`src/rtl/trig_pkg.sv`:
```
// rtl/trig_pkg.sv - shared state type, default width and saturating helper for the trig/din/crfm interface
package trig_pkg;

  localparam int TRIG_DATA_W = 8;

  typedef enum logic [2:0] {
    IDLE,
    SETUP,
    PULSE,
    WAIT_ACK,
    GAP
  } trig_state_t;

  function automatic logic [15:0] sat_inc16(input logic [15:0] v);
    return (v == 16'hFFFF) ? v : v + 16'd1;
  endfunction

endpackage

```
`src/rtl/trig_fifo.sv`:
```
// rtl/trig_fifo.sv - synchronous byte queue feeding the trigger issuer; head is the oldest entry
module trig_fifo #(
  parameter int W     = 8,
  parameter int DEPTH = 4
) (
  input  logic         clk,
  input  logic         rst_n,
  input  logic         push,
  input  logic [W-1:0] wdata,
  input  logic         pop,
  output logic [W-1:0] head,
  output logic         full,
  output logic         empty
);

  localparam int AW = $clog2(DEPTH);
  localparam logic [AW:0] COUNT_FULL = (AW + 1)'(DEPTH);

  logic [W-1:0]  mem [DEPTH];
  logic [AW-1:0] wr_ptr;
  logic [AW-1:0] rd_ptr;
  logic [AW:0]   count;
  logic          do_push;
  logic          do_pop;

  assign full    = (count == COUNT_FULL);
  assign empty   = (count == '0);
  assign do_push = push && !full;
  assign do_pop  = pop && !empty;
  assign head    = mem[rd_ptr];

  always_ff @(posedge clk) begin
    if (do_push) mem[wr_ptr] <= wdata;
  end

  // Pointers wrap naturally because DEPTH is a power of two.
  always_ff @(posedge clk or negedge rst_n) begin
    if (!rst_n) begin
      wr_ptr <= '0;
      rd_ptr <= '0;
      count  <= '0;
    end else begin
      if (do_push) wr_ptr <= wr_ptr + 1'b1;
      if (do_pop)  rd_ptr <= rd_ptr + 1'b1;
      case ({do_push, do_pop})
        2'b10:   count <= count + 1'b1;
        2'b01:   count <= count - 1'b1;
        default: count <= count;
      endcase
    end
  end

endmodule

```
`src/rtl/trig_issuer.sv`:
```
// rtl/trig_issuer.sv - queued trig/din issuer with bounded retry; TRIG_ISSUER_STATS_EN adds ok/drop/retry counters
module trig_issuer
  import trig_pkg::*;
#(
  parameter int DATA_W     = TRIG_DATA_W,
  parameter int FIFO_DEPTH = 4,
  parameter int TIMEOUT    = 16,
  parameter int MAX_RETRY  = 3,
  parameter int GAP_CYCLES = 2
) (
  input  logic              clk,
  input  logic              rst_n,
  input  logic [DATA_W-1:0] s_data,
  input  logic              s_valid,
  output logic              s_ready,
  output logic [DATA_W-1:0] din,
  output logic              trig,
  input  logic              crfm,
  output logic              done,
  output logic              err,
  output logic              busy
`ifdef TRIG_ISSUER_STATS_EN
  ,
  output logic [15:0]       ok_cnt,
  output logic [15:0]       drop_cnt,
  output logic [15:0]       retry_cnt_total
`endif
);

  localparam int WW = (TIMEOUT > 1) ? $clog2(TIMEOUT) : 1;
  localparam int RW = (MAX_RETRY > 0) ? $clog2(MAX_RETRY + 1) : 1;
  localparam int GW = (GAP_CYCLES > 1) ? $clog2(GAP_CYCLES) : 1;
  localparam logic [WW-1:0] WAIT_LAST = WW'(TIMEOUT - 1);
  localparam logic [RW-1:0] RETRY_MAX = RW'(MAX_RETRY);
  localparam logic [GW-1:0] GAP_LAST  = GW'(GAP_CYCLES - 1);

  trig_state_t       state;
  logic [WW-1:0]     wait_cnt;
  logic [RW-1:0]     retry_cnt;
  logic [GW-1:0]     gap_cnt;
  logic [DATA_W-1:0] head;
  logic              full;
  logic              empty;
  logic              push;
  logic              pop;
  logic              acked;
  logic              timed_out;
  logic              retry;
  logic              drop;

  assign s_ready   = !full;
  assign push      = s_valid && s_ready;
  assign acked     = (state == WAIT_ACK) && crfm;
  assign timed_out = (state == WAIT_ACK) && !crfm && (wait_cnt == WAIT_LAST);
  assign retry     = timed_out && (retry_cnt < RETRY_MAX);
  assign drop      = timed_out && !(retry_cnt < RETRY_MAX);
  // The head stays queued for the whole transfer so retries reuse it untouched.
  assign pop       = acked || drop;
  assign busy      = (state != IDLE) || !empty;

  trig_fifo #(
    .W     (DATA_W),
    .DEPTH (FIFO_DEPTH)
  ) u_fifo (
    .clk   (clk),
    .rst_n (rst_n),
    .push  (push),
    .wdata (s_data),
    .pop   (pop),
    .head  (head),
    .full  (full),
    .empty (empty)
  );

  always_ff @(posedge clk or negedge rst_n) begin
    if (!rst_n) begin
      state     <= IDLE;
      din       <= '0;
      trig      <= 1'b0;
      done      <= 1'b0;
      err       <= 1'b0;
      wait_cnt  <= '0;
      retry_cnt <= '0;
      gap_cnt   <= '0;
    end else begin
      trig <= 1'b0;
      done <= 1'b0;
      err  <= 1'b0;
      case (state)
        IDLE: begin
          if (!empty) begin
            din       <= head;
            retry_cnt <= '0;
            state     <= SETUP;
          end
        end
        SETUP: begin
          trig  <= 1'b1;
          state <= PULSE;
        end
        PULSE: begin
          wait_cnt <= '0;
          state    <= WAIT_ACK;
        end
        WAIT_ACK: begin
          if (acked || drop) begin
            done    <= acked;
            err     <= drop;
            gap_cnt <= '0;
            state   <= GAP;
          end else if (retry) begin
            retry_cnt <= retry_cnt + 1'b1;
            state     <= SETUP;
          end else begin
            wait_cnt <= wait_cnt + 1'b1;
          end
        end
        GAP: begin
          if (gap_cnt == GAP_LAST) state <= IDLE;
          else gap_cnt <= gap_cnt + 1'b1;
        end
        default: state <= IDLE;
      endcase
    end
  end

`ifdef TRIG_ISSUER_STATS_EN
  always_ff @(posedge clk or negedge rst_n) begin
    if (!rst_n) begin
      ok_cnt          <= '0;
      drop_cnt        <= '0;
      retry_cnt_total <= '0;
    end else begin
      if (done)  ok_cnt          <= sat_inc16(ok_cnt);
      if (err)   drop_cnt        <= sat_inc16(drop_cnt);
      if (retry) retry_cnt_total <= sat_inc16(retry_cnt_total);
    end
  end
`endif

endmodule
```
`config.mk`:
```
export PLATFORM = sky130hd
export DESIGN_NAME = trig_issuer
export DESIGN_NICKNAME = d
export VERILOG_FILES = /design/src/rtl/trig_pkg.sv /design/src/rtl/trig_fifo.sv /design/src/rtl/trig_issuer.sv
export SDC_FILE = /design/constraint.sdc
export NUM_CORES = 1
export LEC_CHECK = 0
export ABC_CLOCK_PERIOD_IN_PS = 3100
export BUFFER_PORTS_ARGS = -buffer_cell sky130_fd_sc_hd__buf_4
export CAP_MARGIN = 10
export CORE_MARGIN = 1
export CORE_UTILIZATION = 45
export CTS_BUF_LIST = sky130_fd_sc_hd__clkbuf_16
export DETAILED_ROUTE_END_ITERATION = 12
export SYNTH_ARGS = -nofsm -noshare
export SYNTH_HDL_FRONTEND = slang
export SYNTH_HIERARCHICAL = 1
export SYNTH_SLANG_ARGS = --single-unit
```
`constraint.sdc`:
```
create_clock -name clk -period 3.1 [get_ports clk]
set_input_delay 0.62 -clock clk [delete_from_list [all_inputs] [get_ports clk]]
set_output_delay 0.62 -clock clk [all_outputs]
set_load 0.03 [all_outputs]
```
# Yosys cells after proc, flatten, opt, wreduce, memory -nomap -nowiden

Memories as Yosys holds them, arrays and structs flattened. A register that Yosys moved wholly into a read port is not among the register bits.
Cells that the tools add are included.
W data, S select, Z words.

Memories kept: 1
Bits in registers: 20
Memory bits (writable): 32
Output and inout port bits: 13
Word-level logic and storage cells: 85

Multiplexer cells: 23
Add/subtract/negate cells: 7
Reduce and logical (&&, ||, !) cells: 27
Order comparisons: 1
Bitwise operators: 1
Equal/unequal tests: 15

Memory list:

| memory     | depth | width | rd ports | clocked after memory_dff | write ports | RTL line        | source |
|---|---|---|---|---|---|---|---|
| u_fifo.mem | 4     | 8     | 1        | 1                        | 1           | trig_fifo.sv:19 | `logic [W-1:0] mem [DEPTH];` |

Operators by type and width:

| cell                  | count |
|---|---|
| $pmux W3 S5           | 1 |
| $mux W3               | 4 |
| $ne A2 B2 Y1 const B  | 5 |
| $mux W1               | 9 |
| $logic_and A1 B1 Y1   | 8 |
| $mux W4               | 2 |
| $pmux W4 S2           | 1 |
| $reduce_bool A2 Y1    | 4 |
| $add A2 B1 Y2 const B | 3 |
| $eq A3 B2 Y1 const B  | 2 |
| $eq A3 B3 Y1 const B  | 2 |
| $logic_not A3 Y1      | 2 |
| $mux W2               | 3 |
| $pmux W3 S2           | 1 |
| $reduce_and A3 Y1     | 2 |
| $logic_not A1 Y1      | 5 |
| $add A4 B1 Y4 const B | 1 |
| $eq A4 B4 Y1 const B  | 1 |
| $pmux W2 S2           | 1 |
| $reduce_and A2 Y1     | 2 |
| $reduce_and A4 Y1     | 1 |
| $add A3 B1 Y3 const B | 1 |
| $eq A3 B1 Y1 const B  | 1 |
| $ne A3 B2 Y1 const B  | 1 |
| other kinds (10)      | 11 |

# Depth between registers and ports, before layout

Gate-level depths: netlist of run 1.

Word-level depth: 8
Depth in mapped cells: 11
Mapped depth without buffers: 11

# Hierarchy

The synthesis of run 1 kept the hierarchy.

Modules (own cells, without submodules):

| module      | instances | area each (µm²) | seq. area each (µm²) | cells an instance |
|---|---|---|---|---|
| trig_fifo   | 1         | 1584.0          | 1136.1               | 80 |
| trig_issuer | 1         | 998.5           | 525.5                | 86 |

# Worst setup path after synthesis of run 1

No wires, ideal clock.

Path kind: in2reg
Start: input port crfm
End: register u_fifo.count[2]
Path slack: 0.710 ns
Library setup time: 0.079 ns
Stages on the path: 10
Path buffers: 1
Data arrival time: 2.310 ns
Path through: clkbuf_1 -> a41o_1 -> nor2b_1 -> o31a_2 -> ha_1 -> inv_1 -> fa_1 -> xor2_1 -> nor2_1 -> xor2_1

Longest elaborated chain between the ends: 8
Elaborated cells between the ends (all ways): 11
Classes of those cells: eq/ne (2); mux (1); reduce/logical (8)

Ends and longest elaborated chain:

| item                                                     | RTL line          | source |
|---|---|---|
| from (decl)                                              | trig_issuer.sv:18 | `input logic crfm,` |
| $logic_not A1 Y1                                         | trig_issuer.sv:54 | `assign timed_out = (state == WAIT_ACK) && !crfm && (wait_cnt == WAIT_LAST);` |
| $logic_and A1 B1 Y1 (2 in a row)                         | trig_issuer.sv:54 |  |
| $logic_and A1 B1 Y1                                      | trig_issuer.sv:56 | `assign drop = timed_out && !(retry_cnt < RETRY_MAX);` |
| $logic_or A1 B1 Y1 (*)                                   | trig_issuer.sv:58 | `assign pop = acked \|\| drop;` |
| via pop                                                  | trig_issuer.sv:45 | `logic pop;` |
| $logic_and A1 B1 Y1 (*)                                  | trig_fifo.sv:29   | `assign do_pop = pop && !empty;` |
| via u_fifo.do_pop                                        | trig_fifo.sv:24   | `logic do_pop;` |
| $eq A2 B1 Y1 / $eq A2 B2 Y1 (equally long branches)      | trig_fifo.sv:45   | `case ({do_push, do_pop})` |
| $pmux W3 S2 / $reduce_bool A2 Y1 (equally long branches) | --                |  |
| to (signal assigned)                                     | trig_fifo.sv:46   | `2'b10: count <= count + 1'b1;` |
| to (signal assigned)                                     | trig_fifo.sv:47   | `2'b01: count <= count - 1'b1;` |
| to (signal assigned)                                     | trig_fifo.sv:48   | `default: count <= count;` |
| to (decl)                                                | trig_fifo.sv:22   | `logic [AW:0] count;` |

The timed path passes the listed nets; every way through them passes the cells marked *.
A chain may end at the register's enable or synchronous reset.

# Final worst setup path of run 1

Start: register wait_cnt[0]
End: register u_fifo.count[2]

Longest elaborated chain between the ends: 7
Elaborated cells between the ends (all ways): 9
Classes of those cells: eq/ne (3); mux (1); reduce/logical (5)

Ends and longest elaborated chain:

| item                                                     | RTL line           | source |
|---|---|---|
| from (decl)                                              | trig_issuer.sv:38  | `logic [WW-1:0] wait_cnt;` |
| from (signal assigned)                                   | trig_issuer.sv:115 | `wait_cnt <= wait_cnt + 1'b1;` |
| $eq A4 B4 Y1 (*)                                         | trig_issuer.sv:54  |  |
| $logic_and A1 B1 Y1 (*)                                  | trig_issuer.sv:54  |  |
| $logic_and A1 B1 Y1 (*)                                  | trig_issuer.sv:56  |  |
| $logic_or A1 B1 Y1 (*)                                   | trig_issuer.sv:58  |  |
| via pop                                                  | trig_issuer.sv:45  |  |
| $logic_and A1 B1 Y1 (*)                                  | trig_fifo.sv:29    |  |
| via u_fifo.do_pop                                        | trig_fifo.sv:24    |  |
| $eq A2 B1 Y1 / $eq A2 B2 Y1 (equally long branches)      | trig_fifo.sv:45    |  |
| $pmux W3 S2 / $reduce_bool A2 Y1 (equally long branches) | --                 |  |

Marks and branches as above.

==> results of run 1 <==
-- cell usage in the layout, fill, tap and decap left out, types with 2 or more instances in the layout --
master / n
xor2_1: 3
inv_1: 15
o21ai_0: 2
nor2b_1: 4
xnor2_1: 3
nand3_1: 4
ha_1: 7
nor2_1: 5
a31oi_1: 3
nor3_1: 3
clkbuf_16: 9
mux4_2: 8
and3_2: 4
nand2b_1: 2
edfxtp_1: 32
a41o_1: 2
mux2_2: 9
buf_4: 24
dfrtp_1: 28
nor4_1: 2
a21oi_1: 2
nand2_1: 6
-- cell type report --
class | instances | share of cell area, %
Clock buffer | 9 | 7.34
Clock inverter | 5 | 0.775
Inverter | 13 | 1.59
Multi-Input combinational cell | 87 | 27.3
Sequential cell | 60 | 54.2
Tap cell | 72 | 2.94
Timing Repair Buffer | 24 | 5.87
-- state kept, by name, summed over array words and instances (netlist names) --
register       count
din                8
trig               1
done               1
u_fifo/mem        32
u_fifo/rd_ptr      2
state              3
err                1
u_fifo/count       3
gap_cnt            1
u_fifo/wr_ptr      2
wait_cnt           4
retry_cnt          2
-- where the power goes --
part / switching (uW) / leakage [uW] / internal [uW]
registers: 233 / 0.000640 / 1090
clock network: 309 / 0.000127 / 519
logic: 502 / 0.000493 / 491
-- metrics by stage --
| step | total power, uW | cells |
|---|---|---|
| final | 3150 | 270 |
| after global routing | 3340 | 270 |
| after CTS | 3190 | 270 |
| after detailed placement | 2350 | 256 |
| after global placement | 2310 | 256 |
| after floorplan | 2060 | 166 |
-- path summary, 6_finish.rpt --
check	from	endpoint	cells past startpoint
setup / recovery	wait_cnt[0]	u_fifo/count[2]	10
hold / removal	rst_n	din[6]	1
setup reg to reg	wait_cnt[0]	u_fifo/count[2]	10
hold reg to reg	din[4]	din[4]	1
max in group asynchronous	rst_n	u_fifo/wr_ptr[1]	1
min in group clk	din[4]	din[4]	1
-- worst reg2reg max path, cell delays in order (launching register included) --
cell and delay, ps:
dfrtp_1 400, ha_1 260, a41o_1 210, nor2b_1 230
o31a_2 220, ha_1 190, inv_1 60, fa_1 370
xor2_1 150, nor2_1 120, xor2_1 150
-- kinds of logic after synthesis --
| kind of cell | share of synthesized area (%) |
|---|---|
| AOI/OAI and AO/OA | 5.23 |
| muxes | 11.9 |
| DFF | 64.3 |
| buffers and inverters | 3.20 |
| xor gates and xnor gates | 2.04 |
| and+or+nand+nor | 9.16 |
| adders and majority gates | 4.17 |
-- metal layers --
layer  routed length [um]  up-vias  GRT usage (%)  part of all wire, %
met2                 1930       31           23.3                   46
met4                   82        0           10.2                  1.9
met5                    0        -              0                    0
met1                 2060      719           23.2                   49
li1                     -      673              -                    -
met3                  161        7           4.00                  3.8
==> metrics, run 1 <==
WL/cell=15.7 um; count of buffers from port buffering=24; number of library cell types mapped by synthesis=42; DIE HEIGHT=77.8 um; cells after synthesis=166; Resize count post-CTS=0; synth-to-layout area growth=18.8%; FF-to-FF setup slack=650 ps; CTS H-tree lvls=3; cell type of the slowest stage on the worst timing path=dfrtp_1; via count of the first global-routing pass=1456; insertion delay to the later sink of the worst-skew pair=310 ps; clock buffers created by TritonCTS=9; post-synthesis instance area=2580 um^2; accumulated negative setup slack=0 ps; endpoint type of the worst setup path=flip-flop; residual overflow from global routing=0; clock tree from TritonCTS=done; count of nets left with antenna violations after detail routing=0; final design instance area without fill=3070 um^2; Final HPWL DP=2790 um; worst path arrival time=2690 ps; Hold/Removal Path Class=primary input to async pin; worst clock skew on the final layout=8.87 ps; antenna violations before repair=0; Fill cells=456; NumNets Final=215; number of max-slew violations in the final report=0; Crit path buffers/inverters=1; clock transition time at the flip-flop clock pins of the worst setup and hold paths=50 ps; Post-synth EDFFs=32; fraction of the cycle the final worst path needs=79.1%; global router's overall resource usage=16.6%; CTS Root Buffer Type=clkbuf_16; fmax=408 MHz; leading register cell type out of synthesis=edfxtp_1; DIE WIDTH=77.8 um; startpoint-to-endpoint class of the critical path=flip-flop to flip-flop; power density of the placed cells=1030 nW/um^2; leading cell types by count after synthesis=edfxtp_1 (32), dfrtp_1 (28), inv_1 (13), mux2_2 (9), mux4_2 (8); result of the run=complete, no violations; final number of hold-violating endpoints=0; unrepaired setup endpoints after global routing=false; initial core utilization=46.9%; CTS Buffer Depth=2; placement row count=27; number of DRC violations after detailed routing=0; critical path data required time=3330 ps; number of failing setup endpoints in the final timing report=0; global-route wire length before repair=7290 um; worst IR drop on VDD=0.000545 V; most frequent cell after synthesis=edfxtp_1; number of violations of the max-capacitance limit=0; maximum number of pins on one net before global-route repair=29; clock sinks=60; die outline area=6050 um^2; core area=5510 um^2; area used by multi-input combinational logic=838 um^2; register area=1660 um^2; DR vias=1430; critical path, cell by cell=ha_1, a41o_1, nor2b_1, o31a_2, ha_1, inv_1, fa_1, xor2_1, nor2_1, xor2_1; total of hold buffers inserted after clock tree synthesis=0; placed inst area=2820 um^2; static leakage=0.00126 uW; largest area contributor in the synthesized netlist=edfxtp_1; number of detailed-route iterations in the first pass=4; final critical delay including setup and external delays=2450 ps; post-CTS setup repair buffer count=0; aggregate routed wire length=4230 um; utilization of the core after routing=55.7%; Largest delay share family, worst path=adder cells; number of top-level pins=25; slew at the pin with the worst max-slew slack=743 ps; worst setup slack after placement=659 ps; fraction of post-synthesis cell area in the top cell type by area=37.2%; global placer's final weighted congestion=0.755; Post-Synthesis Net Count=186; top area cells in the synthesized netlist=edfxtp_1 (37%), dfrtp_1 (27%), mux4_2 (7.0%); worst rel slew slack=50.1%; ant diodes=0; total of warnings raised by yosys=6; Min Hold Slack=228 ps; largest driver fanout on the critical path=6; vias per cell=5.30; final worst setup slack=648 ps; share of cells above drive strength 1=31.8%; Max stage delay on crit path=400 ps; register bit count reported by yosys=60; startpoint type of the worst setup path=flip-flop; sequential area share after synthesis=64.3%; synthesized area per cell=15.6 um^2; proportion of register bits with asynchronous set or reset after synthesis=46.7%; DRC violation total after the first TritonRoute iteration=110
Note: power is estimated with default switching activity, not from simulation.
==> inputs of run 2 (changes only) <==
Settings changed: ABC_AREA from default to 1, ABC_CLOCK_PERIOD_IN_PS 3100 to 2500.
Clock period 3.1 ns to 2.5 ns, I/O delays scaled along.
==> run 2 against run 1 <==
Net effect: global-route usage grew 0.065 points; worst setup slack lost 400 ps; the flow now finishes with violations (design-rule violations); core utilization grew 0.88 points.
==> metrics, run 2 <==
result of the run=finished, violations left; ant diodes=0; CTS Buffer Depth=2; startpoint type of the worst setup path=flip-flop; critical path, cell by cell=ha_1, nand3_1, inv_1, nand3_2, nand2_4, nand2_1, inv_1, ha_1, inv_1, fa_1, nand2_1, nand3_1, nand2_1, nand2_1; reg2reg end=u_fifo/count[2]; worst path arrival time=2460 ps; global placer's final weighted congestion=0.791; vias per cell=4.66; Post-synth EDFFs=32; leading cell types by count after synthesis=nand2_1 (55), inv_1 (48), edfxtp_1 (32), dfrtp_1 (28), o211ai_1 (17); worst flop-to-flop path startpoint=wait_cnt[0]; synth-to-layout area growth=21.3%; leading cell type in the layout, fill and taps excluded=nand2_1; DIE HEIGHT=80.1 um; internal power consumption=2780 uW; global router's overall resource usage=16.7%; Max stage delay on crit path=380 ps; worst IR drop on VDD=0.000823 V; global-route wire length before repair=7610 um; register bit count reported by yosys=60; count of cells along the worst register-to-register path=14; Min Hold Slack=88.5 ps; largest driver fanout on the critical path=9; number of DRC violations after detailed routing=1; startpoint-to-endpoint class of the critical path=flip-flop to flip-flop; flip-flop count of the largest register, all copies and words added=32; via count of the first global-routing pass=1631; fraction of the cycle the final worst path needs=90.0%; share of cells above drive strength 1=22.7%; DRC violation total after the first TritonRoute iteration=68; unrepaired setup endpoints after global routing=false; NumNets Final=310; power density of the placed cells=1290 nW/um^2; stages on the worst setup path=14; DR vias=1724; sequential area share after synthesis=60.5%; Clk pwr share=30.3%; register share of total power=35.8%; worst rel slew slack=67.8%; total of warnings raised by yosys=6; fmax=445 MHz; clock sinks=60; synthesized area per cell=10.8 um^2; largest reg by FF count=u_fifo/mem; critical path data required time=2710 ps; count of nets left with antenna violations after detail routing=0; number of library cell types mapped by synthesis=26; WL/cell=12.5 um; post-synthesis instance area=2750 um^2; initial core utilization=46.6%; FF-to-FF setup slack=250 ps; leading register cell type out of synthesis=edfxtp_1; cells after synthesis=255; number of max-slew violations in the final report=0; core area=5890 um^2; violations in the final reports=design-rule violations; DIE WIDTH=80.1 um; top library cells by usage in the layout, fill and taps aside=nand2_1 (55), inv_1 (48), edfxtp_1 (32); Resize count post-CTS=0; Crit path buffers/inverters=3; placement row count=28; total of hold buffers inserted after clock tree synthesis=0; Post-Synthesis Net Count=275; insertion delay to the later sink of the worst-skew pair=320 ps; clock buffers created by TritonCTS=9; accumulated negative setup slack=0 ps; proportion of register bits with asynchronous set or reset after synthesis=46.7%; final worst setup slack=251 ps; CTS H-tree lvls=3; CTS Root Buffer Type=clkbuf_16; crit path to=u_fifo/count[2]; most frequent cell after synthesis=nand2_1; die outline area=6420 um^2; cell type of the slowest stage on the worst timing path=fa_1; largest registers=u_fifo/mem x32, din x8, wait_cnt x4; number of top-level pins=25; Largest delay share family, worst path=simple AND/OR/NAND/NOR gates; clock tree from TritonCTS=done; static leakage=0.00158 uW; Hold/Removal Path Class=primary input to async pin; aggregate routed wire length=4610 um; worst setup path startpoint=wait_cnt[0]; slew at the pin with the worst max-slew slack=482 ps; residual overflow from global routing=0; maximum number of pins on one net before global-route repair=34; Final HPWL DP=3180 um; worst clock skew on the final layout=3.93 ps; clock transition time at the flip-flop clock pins of the worst setup and hold paths=50 ps; crit-path most repeated cell=nand2_1; post-CTS setup repair buffer count=0; worst setup slack after placement=201 ps; final number of hold-violating endpoints=0; endpoint type of the worst setup path=flip-flop; fraction of post-synthesis cell area in the top cell type by area=35.0%; number of detailed-route iterations in the first pass=8; switch share=35.6%; final critical delay including setup and external delays=2250 ps; number of violations of the max-capacitance limit=0; combinational cell fraction of total power=33.9%; antenna violations before repair=0; top area cells in the synthesized netlist=edfxtp_1 (35%), dfrtp_1 (26%), nand2_1 (7.5%); Fill cells=519; number of failing setup endpoints in the final timing report=0; largest area contributor in the synthesized netlist=edfxtp_1; count of buffers from port buffering=24; P_sw=1530 uW
run 2: cell count changes after synthesis, moves of 4 or more:
cell,delta
nor2b_1,-4
nand3_1,+11
inv_1,+35
nand3_2,+4
o21ai_0,+5
and3_2,-4
nor2_1,+5
nand2_1,+49
mux4_2,-8
o211ai_1,+16
run 2: routing by layer:
metal  track usage, %  vias to the layer above  part of all wire (%)
li1                 -                      908                     -
met5                0                        -                     0
met3             6.14                        2                   3.9
met1             20.9                      788                    48
met4             6.43                        0                  0.33
met2             26.2                       26                    48
run 2: kinds of logic after synthesis:
| logic type | share of synthesized area (%) |
|---|---|
| DFF | 60.5 |
| adders and majority gates | 3.92 |
| buffers and inverters | 8.43 |
| xor gates and xnor gates | 0.957 |
| and+or+nand+nor | 17.0 |
| muxes | 3.28 |
| AOI/OAI and AO/OA | 5.93 |
run 2: worst min-delay path by stage:
stage | slack [ps] | end | depth (start not counted) | from
2_1_floorplan | 200 | din[0] | 0 | rst_n
3_3_place_gp | 450 | u_fifo/count[0] | 1 | rst_n
3_5_place_dp | 450 | u_fifo/count[1] | 1 | rst_n
4_1_cts | 100 | u_fifo/count[1] | 1 | rst_n
5_1_grt | 120 | u_fifo/count[0] | 1 | rst_n
6_report | 90 | u_fifo/count[2] | 1 | rst_n
run 2: layout make-up:
| type | count | area [um^2] | area share (%) |
|---|---|---|---|
| clock buffers | 9 | 225 | 6.76 |
| clock inverters | 7 | 100 | 3.01 |
| inverters | 50 | 188 | 5.63 |
| multi-input cells | 141 | 852 | 25.6 |
| flip-flops and latches | 60 | 1660 | 49.9 |
| well taps | 75 | 93.8 | 2.82 |
| repair buffers | 28 | 210 | 6.31 |
run 2: power by group through the flow:
stage	registers, uW	logic [uW]	clock network (uW)
after floorplan	1650	986	0
after global placement	1560	1460	0
after detailed placement	1560	1480	0
after CTS	1540	1490	1330
after global routing	1570	1670	1370
final	1540	1460	1310
run 2: per-stage QoR:
step | power, uW | cells | utilization, % | area [um^2]
after floorplan | 2640 | 255 | - | 2750
after CTS | 4360 | 370 | 56.6 | 3330
after global placement | 3020 | 354 | 51.1 | 3010
final | 4310 | 370 | 56.6 | 3330
after global routing | 4610 | 370 | 56.6 | 3330
after detailed placement | 3040 | 354 | 51.1 | 3010
==> inputs of run 3 (changes only) <==
Settings changed: CELL_PAD_IN_SITES_DETAIL_PLACEMENT from default to 1, CELL_PAD_IN_SITES_GLOBAL_PLACEMENT from default to 2, CORE_UTILIZATION 45 to 38, PLACE_DENSITY from default to 0.84.
==> run 3 against run 2 <==
Net effect: flip-flop and latch count stayed put; count of clock-buffer cells in the layout stayed put; the flow now finishes without violations; via count is 8.2% higher; clock power is 3% lower; power is 1.1% higher; design area is 1.2% higher; cell count is 6.8% higher; critical path type unchanged; critical path depth stayed put; critical endpoint unchanged; hold slack better by 11 ps; sequential share of layout area is 0.57 points lower.
==> metrics, run 3 (synthesis results as in run 2) <==
result of the run=complete, no violations; final design instance area without fill=3370 um^2; P_sw=1640 uW; leading cell type in the layout, fill and taps excluded=nand2_1; largest driver fanout on the critical path=7; clock transition time at the flip-flop clock pins of the worst setup and hold paths=60 ps; die outline area=7570 um^2; worst setup path startpoint=wait_cnt[0]; total of hold buffers inserted after clock tree synthesis=0; area used by multi-input combinational logic=852 um^2; number of detailed-route iterations in the first pass=6; clock sinks=60; critical path data required time=2720 ps; DR vias=1865; final worst setup slack=215 ps; crit path to=u_fifo/count[2]; CTS H-tree lvls=3; critical path, cell by cell=ha_1, nand3_1, inv_2, nand3_2, nand2_4, nand2_1, inv_1, ha_1, inv_1, fa_1, nand2_1, nand3_1, nand2_1, nand2_1; vias per cell=4.72; accumulated negative setup slack=0 ps; DRC violation total after the first TritonRoute iteration=70; antenna violations before repair=0; share of cells above drive strength 1=24.1%; worst flop-to-flop path startpoint=wait_cnt[0]; global router's overall resource usage=17.8%; startpoint type of the worst setup path=flip-flop; unrepaired setup endpoints after global routing=false; placement row count=30; Final HPWL DP=3790 um; power density of the placed cells=1290 nW/um^2; slew at the pin with the worst max-slew slack=495 ps; final number of hold-violating endpoints=0; DIE HEIGHT=87.0 um; number of max-slew violations in the final report=0; number of DRC violations after detailed routing=0; endpoint type of the worst setup path=flip-flop; insertion delay to the later sink of the worst-skew pair=320 ps; FF-to-FF setup slack=210 ps; top library cells by usage in the layout, fill and taps aside=nand2_1 (55), inv_1 (47), buf_4 (32), edfxtp_1 (32), dfrtp_1 (28); cell type of the slowest stage on the worst timing path=fa_1; flip-flop count of the largest register, all copies and words added=32; fin cells=395; number of violations of the max-capacitance limit=0; number of failing setup endpoints in the final timing report=0; DIE WIDTH=87.0 um; worst rel slew slack=67.0%; global placer's final weighted congestion=0.756; clock buffers created by TritonCTS=9; worst IR drop on VDD=0.000617 V; core area=6870 um^2; fmax=438 MHz; reg2reg end=u_fifo/count[2]; static leakage=0.00159 uW; via count of the first global-routing pass=2026; synth-to-layout area growth=22.7%; CTS Buffer Depth=2; internal power consumption=2710 uW; Hold/Removal Path Class=primary input to async pin; WL/cell=14.3 um; Largest delay share family, worst path=simple AND/OR/NAND/NOR gates; CTS Root Buffer Type=clkbuf_16; NumNets Final=314; worst clock skew on the final layout=5.19 ps; cell count after placement=375; Clk pwr share=29.2%; largest reg by FF count=u_fifo/mem; maximum number of pins on one net before global-route repair=34; count of cells along the worst register-to-register path=14; aggregate routed wire length=5650 um; global-route wire length before repair=9840 um; ant diodes=0; met1 Track Usage GR=20.8%; residual overflow from global routing=0; stages on the worst setup path=14; final critical delay including setup and external delays=2290 ps; worst path arrival time=2500 ps; count of buffers from port buffering=24; placed inst area=3030 um^2; register share of total power=35.3%; largest registers=u_fifo/mem x32, din x8, wait_cnt x4; combinational cell fraction of total power=35.5%; crit-path most repeated cell=nand2_1; register area=1660 um^2; busiest layer in global routing=met2; Fill cells=765; global routing met3 resource utilization=3.70%; Min Hold Slack=99.3 ps; switch share=37.7%; Max stage delay on crit path=400 ps; initial core utilization=40.0%; count of nets left with antenna violations after detail routing=0; worst setup slack after placement=116 ps; number of top-level pins=25; M2 GR Usage=31.1%; Crit path buffers/inverters=3; startpoint-to-endpoint class of the critical path=flip-flop to flip-flop; clock tree from TritonCTS=done; fraction of the cycle the final worst path needs=91.4%
-- run 3: cell types whose count changed in the layout (fill, tap and decap cells not counted) --
cell        delta
buf_4          +4
bufinv_16      -1
clkinvlp_4     -1
inv_1          -1
inv_2          +1
inv_6          +1
inv_8          +1
-- run 3: power groups by stage --
| stage | registers, uW | clock network, uW | logic (uW) |
|---|---|---|---|
| finish | 1540 | 1270 | 1540 |
| global placement | 1550 | 0 | 1480 |
| CTS | 1540 | 1290 | 1550 |
| global route | 1580 | 1330 | 1760 |
| detailed placement | 1560 | 0 | 1530 |
| floorplan | 1650 | 0 | 986 |
-- run 3: how the worst min path moves through the flow --
stage	startpoint	endpoint	slack [ps]	cells after the start
finish	rst_n	retry_cnt[0]	100	1
global route	rst_n	retry_cnt[0]	120	1
CTS	rst_n	retry_cnt[0]	110	1
detailed placement	rst_n	retry_cnt[0]	460	1
global placement	rst_n	retry_cnt[0]	460	1
floorplan	rst_n	din[0]	200	0
-- run 3: layer usage --
layer	wire length (um)	part of all wire, %
met1	2490	44
met2	2930	52
met3	157	2.8
met4	76	1.3
met5	0	0
-- run 3: through the flow --
stage	total power (uW)	util, %
2_1_floorplan	2640	-
3_3_place_gp	3020	44.1
3_5_place_dp	3090	44.1
4_1_cts	4390	48.6
5_1_grt	4670	49.1
6_report	4350	49.1
-- run 3: layout make-up --
| class | count | share of cell area, % |
|---|---|---|
| Timing Repair Buffer | 32 | 7.13 |
| Tap cell | 96 | 3.56 |
| Multi-Input combinational cell | 141 | 25.3 |
| Inverter | 50 | 5.57 |
| Clock inverter | 7 | 2.45 |
| Clock buffer | 9 | 6.68 |
| Sequential cell | 60 | 49.3 |
-- run 3: repair_timing --
| item | CTS | global route |
|---|---|---|
| endpoints found under the setup margin | 0 | 1 |
| resized for setup | 0 | 1 |
| setup buffers | 0 | 4 |
